### config.mk
export PLATFORM = sky130hd
export DESIGN_NAME = game_score_ctrl
export DESIGN_NICKNAME = d
export VERILOG_FILES = /design/src/rtl/game_score_ctrl_pkg.sv /design/src/rtl/game_score_ctrl_hit_holdoff.sv /design/src/rtl/game_score_ctrl.sv
export SDC_FILE = /design/constraint.sdc
export NUM_CORES = 1
export LEC_CHECK = 0
export CAP_MARGIN = 10
export CORE_MARGIN = 2
export CORE_UTILIZATION = 57
export CTS_BUF_LIST = sky130_fd_sc_hd__clkbuf_8
export DETAILED_ROUTE_END_ITERATION = 10
export PLACE_DENSITY = 0.87
export SLEW_MARGIN = 10
export SYNTH_ARGS = -nofsm -noshare
export SYNTH_HDL_FRONTEND = slang
export SYNTH_SLANG_ARGS = --single-unit
### constraint.sdc
create_clock -name clk -period 2.75 [get_ports clk]
set_clock_uncertainty 0.2 [all_clocks]
set_input_delay 0.6875 -clock clk [delete_from_list [all_inputs] [get_ports clk]]
set_output_delay 0.6875 -clock clk [all_outputs]
set_load 0.01 [all_outputs]
### src/rtl/game_score_ctrl_pkg.sv
// game_score_ctrl_pkg: shared FSM state encodings, winner codes and saturating score increment
package game_score_ctrl_pkg;
  typedef enum logic [1:0] {ST_IDLE = 2'd0, ST_RUN = 2'd1, ST_OVER = 2'd2} state_t;
  localparam logic [1:0] WIN_NONE = 2'b00;
  localparam logic [1:0] WIN_P1 = 2'b01;
  localparam logic [1:0] WIN_P2 = 2'b10;
  function automatic logic [7:0] sat_inc(input logic [7:0] s, input logic [7:0] max);
    return (s >= max) ? max : s + 8'd1;
  endfunction
endpackage

### src/rtl/game_score_ctrl_hit_holdoff.sv
// hit_holdoff: per-player hit edge detect + frame-based holdoff; count pulses when a hit is accepted
//   clk, rst (async active-low), hit (level), frame_tick, en (scoring allowed), clr (new game) -> count
module hit_holdoff #(
  parameter int HOLDOFF_FRAMES = 30,
  parameter int CNT_W = 6
) (
  input  logic clk,
  input  logic rst,
  input  logic hit,
  input  logic frame_tick,
  input  logic en,
  input  logic clr,
  output logic count
);
  logic hit_q, h_p;
  logic [CNT_W-1:0] hold;
  assign count = h_p & en & (hold == '0);
  // reload wins over the frame-tick decrement
  always_ff @(posedge clk or negedge rst)
    if (!rst) begin
      hit_q <= 1'b0;
      h_p <= 1'b0;
      hold <= '0;
    end else begin
      hit_q <= hit;
      h_p <= hit & ~hit_q;
      hold <= clr ? '0 :
              count ? CNT_W'(HOLDOFF_FRAMES) :
              (frame_tick && hold != '0) ? hold - CNT_W'(1) : hold;
    end
endmodule

### src/rtl/game_score_ctrl.sv
// game_score_ctrl: IDLE/RUN/OVER game flow, saturating scores, HUD timer reset pulse and winner
//   in: clk, rst (async active-low), vsync_in, start (async), NoOfPlayers, P1Hit, P2Hit, TimeOut
//   out: Player1Score, Player2Score, bg_rst_n, game_over, winner, running
module game_score_ctrl
  import game_score_ctrl_pkg::*;
#(
  parameter int MAX_SCORE = 99,
  parameter int HOLDOFF_FRAMES = 30,
  parameter int CNT_W = 6
) (
  input  logic       clk,
  input  logic       rst,
  input  logic       vsync_in,
  input  logic       start,
  input  logic       NoOfPlayers,
  input  logic       P1Hit,
  input  logic       P2Hit,
  input  logic       TimeOut,
  output logic [7:0] Player1Score,
  output logic [7:0] Player2Score,
  output logic       bg_rst_n,
  output logic       game_over,
  output logic [1:0] winner,
  output logic       running
);
  state_t state, state_nxt;
  logic [2:0] s_sync;
  logic start_p, v_q, frame_tick, np_q, start_go, to_over, en, cnt1, cnt2;
  logic [1:0] blank, win_nxt;
  assign running = state == ST_RUN;
  assign game_over = state == ST_OVER;
  assign start_go = start_p & ~running;
  // the HUD's TimeOut is still clearing during the first two RUN cycles
  assign to_over = running & (blank == 2'd0) & TimeOut;
  assign en = running & ~to_over;
  always_comb begin
    state_nxt = start_go ? ST_RUN : to_over ? ST_OVER : state;
    win_nxt = !np_q ? WIN_P1 :
              (Player1Score > Player2Score) ? WIN_P1 :
              (Player2Score > Player1Score) ? WIN_P2 : WIN_NONE;
  end
  always_ff @(posedge clk or negedge rst)
    if (!rst) state <= ST_IDLE;
    else state <= state_nxt;
  always_ff @(posedge clk or negedge rst)
    if (!rst) begin
      s_sync <= 3'b000;
      start_p <= 1'b0;
      v_q <= 1'b0;
      frame_tick <= 1'b0;
      bg_rst_n <= 1'b1;
      np_q <= 1'b0;
      blank <= 2'd0;
      Player1Score <= 8'd0;
      Player2Score <= 8'd0;
      winner <= WIN_NONE;
    end else begin
      s_sync <= {s_sync[1:0], start};
      start_p <= s_sync[1] & ~s_sync[2];
      v_q <= vsync_in;
      frame_tick <= vsync_in & ~v_q;
      bg_rst_n <= ~start_go;
      if (start_go) begin
        np_q <= NoOfPlayers;
        blank <= 2'd2;
        Player1Score <= 8'd0;
        Player2Score <= 8'd0;
        winner <= WIN_NONE;
      end else begin
        if (running && blank != 2'd0) blank <= blank - 2'd1;
        if (cnt1) Player1Score <= sat_inc(Player1Score, 8'(MAX_SCORE));
        if (cnt2) Player2Score <= sat_inc(Player2Score, 8'(MAX_SCORE));
        if (to_over) winner <= win_nxt;
      end
    end
  hit_holdoff #(.HOLDOFF_FRAMES(HOLDOFF_FRAMES), .CNT_W(CNT_W)) u_h1 (
    .clk(clk), .rst(rst), .hit(P1Hit), .frame_tick(frame_tick),
    .en(en), .clr(start_go), .count(cnt1)
  );
  hit_holdoff #(.HOLDOFF_FRAMES(HOLDOFF_FRAMES), .CNT_W(CNT_W)) u_h2 (
    .clk(clk), .rst(rst), .hit(P2Hit), .frame_tick(frame_tick),
    .en(en & np_q), .clr(start_go), .count(cnt2)
  );
endmodule

Word level (Yosys, flattened, before mapping)
Cells that the tools add are included.

storage, ports and cells
  flip-flop bits (word level) = 46
  input port bits = 8
  output and inout port bits = 21
  word-level logic and storage cells = 84

operators by class
  $add $sub $neg = 5
  order comparisons = 4
  eq/ne operators = 2
  multiplexer cells = 21
  bitwise operators = 20
  reductions and logical operators = 15

operator list
  operator             number
  $mux 8               6
  $mux 6               6
  $mux 2               9
  $add 8x1->8 const B  2
  $ge 8x7->1 const B   2
  $gt 8x8->1           2
  $and 1x1->1          13
  $logic_not 6->1      2
  $reduce_bool 6->1    2
  $sub 6x1->6 const B  2
  $reduce_bool 2->1    5
  $not 1->1            7
  $reduce_bool 3->1    2
  $logic_and 1x1->1    3
  $eq 2x1->1 const B   1
  $eq 2x2->1 const B   1
  $logic_not 2->1      1
  $sub 2x1->2 const B  1

Depth between registers and ports, before layout
  depth after elaboration = 10
  gate-level depth with buffers = 7
  gate-level depth less buffers = 7

Modules after synthesis
Synthesis repeated with hierarchy kept, for this count alone.

second synthesis, totals
  cell total of the unflattened synthesis = 243
  area, all modules = 2434.8 um^2

by module, submodules not included
  module           instances  cells each  area each (um^2)  seq. area each (um^2)
  game_score_ctrl  1          157         1531.5            752.0
  hit_holdoff      2          43          451.7             200.2

Least setup slack after synthesis
Ideal clock, no wire load.

  path kind = reg2reg
  from = register Player2Score[0]
  to = register Player2Score[5]
  library setup time = 0.123 ns
  arrival = 1.895 ns
  data required time = 2.427 ns
  path slack = 0.532 ns
  stages on the path, launching flop included = 6
  buffers on the path = 0
  clock period less this slack = 2.218 ns
  path through = dfrtp_1 -> ha_1 -> or4_1 -> a31o_1 -> or2_4 -> o221a_1

on the way
  longest elaborated chain between the ends = 4
  elaborated cells between the ends (all ways) = 5
  those cells by class = add/sub (1); order compare (1); mux (3)

RTL lines
  what                                              RTL line                  text
  from (decl)                                       game_score_ctrl.sv:20     output logic [7:0] Player2Score,
  from (signal assigned)                            game_score_ctrl.sv:72     if (cnt2) Player2Score <= sat_inc(Player2Score, 8'(MAX_SCORE));
  $add 8x1->8 / $ge 8x7->1 (equally long branches)  game_score_ctrl_pkg.sv:8  return (s >= max) ? max : s + 8'd1;
  $mux 8 *                                          game_score_ctrl_pkg.sv:8
  $mux 8 *                                          game_score_ctrl.sv:72
  $mux 8 *                                          game_score_ctrl.sv:63     if (start_go) begin

Every way passes the cells marked *; elsewhere a longest branch is shown, timed or not. The select of a mux whose other input is x is not followed.
A chain may end at the register's enable or synchronous reset.

Final worst setup path
  from = register state[1]
  to = output running

on the way
  longest elaborated chain between the ends = 1

RTL lines
  what                    RTL line               text
  from (decl)             game_score_ctrl.sv:26  state_t state, state_nxt;
  from (signal assigned)  game_score_ctrl.sv:44  else state <= state_nxt;
  $eq 2x1->1              game_score_ctrl.sv:30  assign running = state == ST_RUN;
  to (decl)               game_score_ctrl.sv:24  output logic running

Every way passes these cells.

==> out/metrics.csv <==
stage,metric,value,unit
synthesis,Synth Net Count,254,
run,max cap viols,0,
worst_setup_path,"delay-heaviest family, CP",buffers and inverters,
worst_setup_path,Worst Reg-to-Reg Cells,5,
power_and_ir_drop,total power,2.187,mW
grt,total track usage,0.2419,
worst_setup_path,CP max-delay cell,clkdlybuf4s50_1,
min_path,Hold Crit Start,s_sync[0]$_DFF_PN0_,
route,vias post-DR,1885,
route,drt via density,5.928,
floorplan,I/O pin count,29,
floorplan,die height,67.42,um
clock_network,Post-CTS Setup Bufs,0,
route,Detailed Route WL,4777,um
synthesis,Post-Synthesis Mean Instance Area,9.923,um^2
worst_setup_path,Setup crit start kind,flop,
sta,final setup vio count,0,
route,DRT antenna net count,0,
run_status,outcome,finished clean,
worst_setup_path,Reg-to-Reg End,Player2Score[2]$_DFFE_PN0P_,
sta,worst-margin pin slew,0.5820,ns
clock_network,Post-CTS Resized,0,
synthesis,main combinational cell family by area after synthesis,simple AND/OR/NAND/NOR gates,
clock_network,clk buf depth,2,
placed_design,post-DP HPWL,3416,um
min_path,Hold Path End,s_sync[1]$_DFF_PN0_,
clock_network,Sink Count,46,
layout,Ant. Diodes,0,
sta,setup TNS,0,ns
sta,ratio of final minimum period to clock period,0.8697,
placed_design,GPL Wtd Cong,0.8988,
clock_network,Worst-path clk slew,0.09,ns
floorplan,# rows,23,
floorplan,Die ar.,4545,um^2
synthesis,compound-gate portion of the synthesized area,0.1725,
floorplan,Core Region,3943,um^2
synthesis,simple-gate area share of the yosys netlist,0.1861,
sta,final max-slew violation count,0,
route,DRT iter0 DRCs,139,
power_and_ir_drop,PwrDens,800.8,nW/um^2
worst_setup_path,"critical path, cell by cell","nand2b_1, inv_1, clkdlybuf4s50_1",
layout,Post-Layout Cell Count,318,
layout,share of layout cells above drive strength 1,0.06716,
layout,Area Growth Syn to Fin,19.16,%
synthesis,Netlist cell types,42,
floorplan,die width,67.42,um
floorplan,Initial Util,0.5814,
worst_setup_path,r2r setup slk,0.40,ns
synthesis,Syn Inst Count,231,
clock_network,Root Buffer,clkbuf_8,
synthesis,top cell type's share of synthesized area,0.4913,
clock_network,worst skew pair latency,0.30,ns
placed_design,PortBufs,28,
synthesis,Synthesis Warnings,0,
clock_network,cts bufs inserted,5,
min_path,class of the worst hold path,flop to flop,
synthesis,top post-synthesis cells by area,"dfrtp_1 (49%), ha_1 (8.2%), o21ai_0 (4.8%), nor2_1 (4.1%), inv_1 (3.1%)",
layout,sequential cell area,1152,um^2
layout,Nets,290,
clock_network,H-tree lvl count,2,
power_and_ir_drop,leakage power,1.249,nW
synthesis,asr flop ratio synth,1.000,
layout,Fillers,309,
clock_network,CTS Hold Bufs,0,
synthesis,Post-synth EDFFs,0,
placed_design,dpl cells,310,
grt,busiest grt layer,met2,
synthesis,main flop type after synthesis,dfrtp_1,
worst_setup_path,CP Capture Type,primary output,
worst_setup_path,WP data required,1.86,ns
sta,Fin. Hold Viols,0,
grt,vias in the first global route,1776,
synthesis,xor/xnor cell area share of the yosys netlist,0.01528,
worst_setup_path,crit-path max cell delay,0.53,ns
grt,global-route wire length before repair,8100,um
sta,Max transition margin,0.6120,
layout,post-layout util,0.6928,
grt,pin count of the biggest net entering global routing,47,
grt,met3 usage in global routing,0.05500,
synthesis,register bit total from synthesis,46,
synthesis,"Cell Area, Synth",2292,um^2
clock_network,CTS tree,yes,
worst_setup_path,critical path class,flop to primary output,
grt,initial antenna violation count,0,
grt,gr ovfl total,0,
sta,fmax,0.4181,GHz
min_path,WHS Path Cells,0,
sta,fin crit period,2.392,ns
route,post-DR wirelength/cell,15.02,um
route,Initial DRT Pass Iterations,4,
grt,met2 GRT Util,0.4010,
worst_setup_path,Worst Path Arrival,1.50,ns
synthesis,adder and majority gate portion of the synthesized area,0.08188,
layout,area of the multi-input gates,1045,um^2
route,Remaining DRCs,0,
synthesis,leading area contributor after synthesis,dfrtp_1,
synthesis,multiplexer area fraction after synthesis,0,
synthesis,register area share after synthesis,0.5027,
worst_setup_path,reg2reg start,Player2Score[1]$_DFFE_PN0P_,
worst_setup_path,worst-path maximum fanout,6,
sta,RSZ-0062 raised after global routing,no,
grt,grt met1 use,0.2971,
worst_setup_path,critical path buffer and inverter count,2,
power_and_ir_drop,Max IR drop VDD,476.5,uV
-- how the worst max path moves through the flow --
stage,cells past startpoint,slack (ns),startpoint,endpoint
after floorplan,5,0.53,Player2Score[0]$_DFFE_PN0P_,Player2Score[5]$_DFFE_PN0P_
after CTS,3,0.35,state[1]$_DFFE_PN0P_,running
after global routing,6,0.21,Player1Score[0]$_DFFE_PN0P_,Player1Score[5]$_DFFE_PN0P_
after global placement,5,0.26,TimeOut,u_h1.hold[1]$_DFFE_PN0P_
final,3,0.36,state[1]$_DFFE_PN0P_,running
after detailed placement,5,0.19,TimeOut,u_h1.hold[1]$_DFFE_PN0P_
-- layout make-up --
cell class / count / share of cell area
clock buffers: 6 / 0.03023
clock inverters: 2 / 0.003207
well taps: 50 / 0.02290
flip-flops and latches: 46 / 0.4219
multi-input cells: 162 / 0.3825
repair buffers: 32 / 0.1118
inverters: 20 / 0.02749
-- stage by stage --
| step | worst slack [ns] | hold slack (ns) | instance area, um^2 |
|---|---|---|---|
| after global placement | 0.2588 | 0.1374 | 2640 |
| final | 0.3582 | 0.1515 | 2731 |
| after detailed placement | 0.1877 | 0.1364 | 2640 |
| after global routing | 0.2075 | 0.1662 | 2731 |
| after CTS | 0.3538 | 0.1553 | 2731 |
| after floorplan | 0.5316 | 0.1312 | 2292 |
-- cells by family (layout without fill, tap and decap cells) --
logic type      Yosys count  in the layout
flops                    46             46
simple gates             81             81
fa+ha+maj                15             15
buf+inv                  23             60
compound gates           62             62
xor+xnor                  4              4
-- state kept, by name (all words and copies together), names as in the netlist --
name	count
u_h2.hold	6
u_h1.hold	6
Player1Score	8
blank	2
winner	2
start_p	1
u_h2.hit_q	1
bg_rst_n	1
state	2
frame_tick	1
u_h1.hit_q	1
v_q	1
s_sync	3
np_q	1
u_h1.h_p	1
u_h2.h_p	1
Player2Score	8
-- placed cells by master, fill, tap and decap left out, types with 2 or more instances in the layout --
cell	instances
clkdlybuf4s50_1	27
dfrtp_1	45
nand4_1	6
nor2b_1	5
xnor2_1	4
buf_4	4
and3_1	8
nand3_1	6
clkbuf_8	6
nand2b_1	2
nor3_1	6
inv_1	20
nand2_1	11
and3b_1	2
o21a_1	3
o31ai_1	3
nor2_1	25
o21ai_0	22
or4_1	2
ha_1	15
o211ai_1	4
a31oi_1	6
o311a_1	3
and2_1	2
a211oi_1	3
a21oi_1	10
-- cells in the mapped netlist, drive strengths merged (2+ instances only) --
master,instances
and3b,2
nand4,7
xnor2,4
buf,2
or4,2
o311a,3
dfrtp,45
and2,2
o31ai,3
o21ai,22
a21oi,10
nand3,6
a31oi,6
and3,9
a211oi,3
nor2,25
nand2,11
inv,19
ha,15
nor3,7
nand2b,2
o211ai,4
nor2b,5
o21a,3
a31o,2
-- routing by layer --
metal,up-vias,share of wire
li1,903,-
met1,898,0.43
met2,66,0.49
met3,18,0.054
met4,0,0.031
met5,-,0
-- power by group --
group	switching, mW	leakage [nW]	internal (mW)
Combinational	0.408	0.609	0.373
Sequential	0.145	0.588	0.839
Clock	0.223	0.0524	0.199
Total	0.776	1.25	1.41
Power figures use the tool's default switching activity.
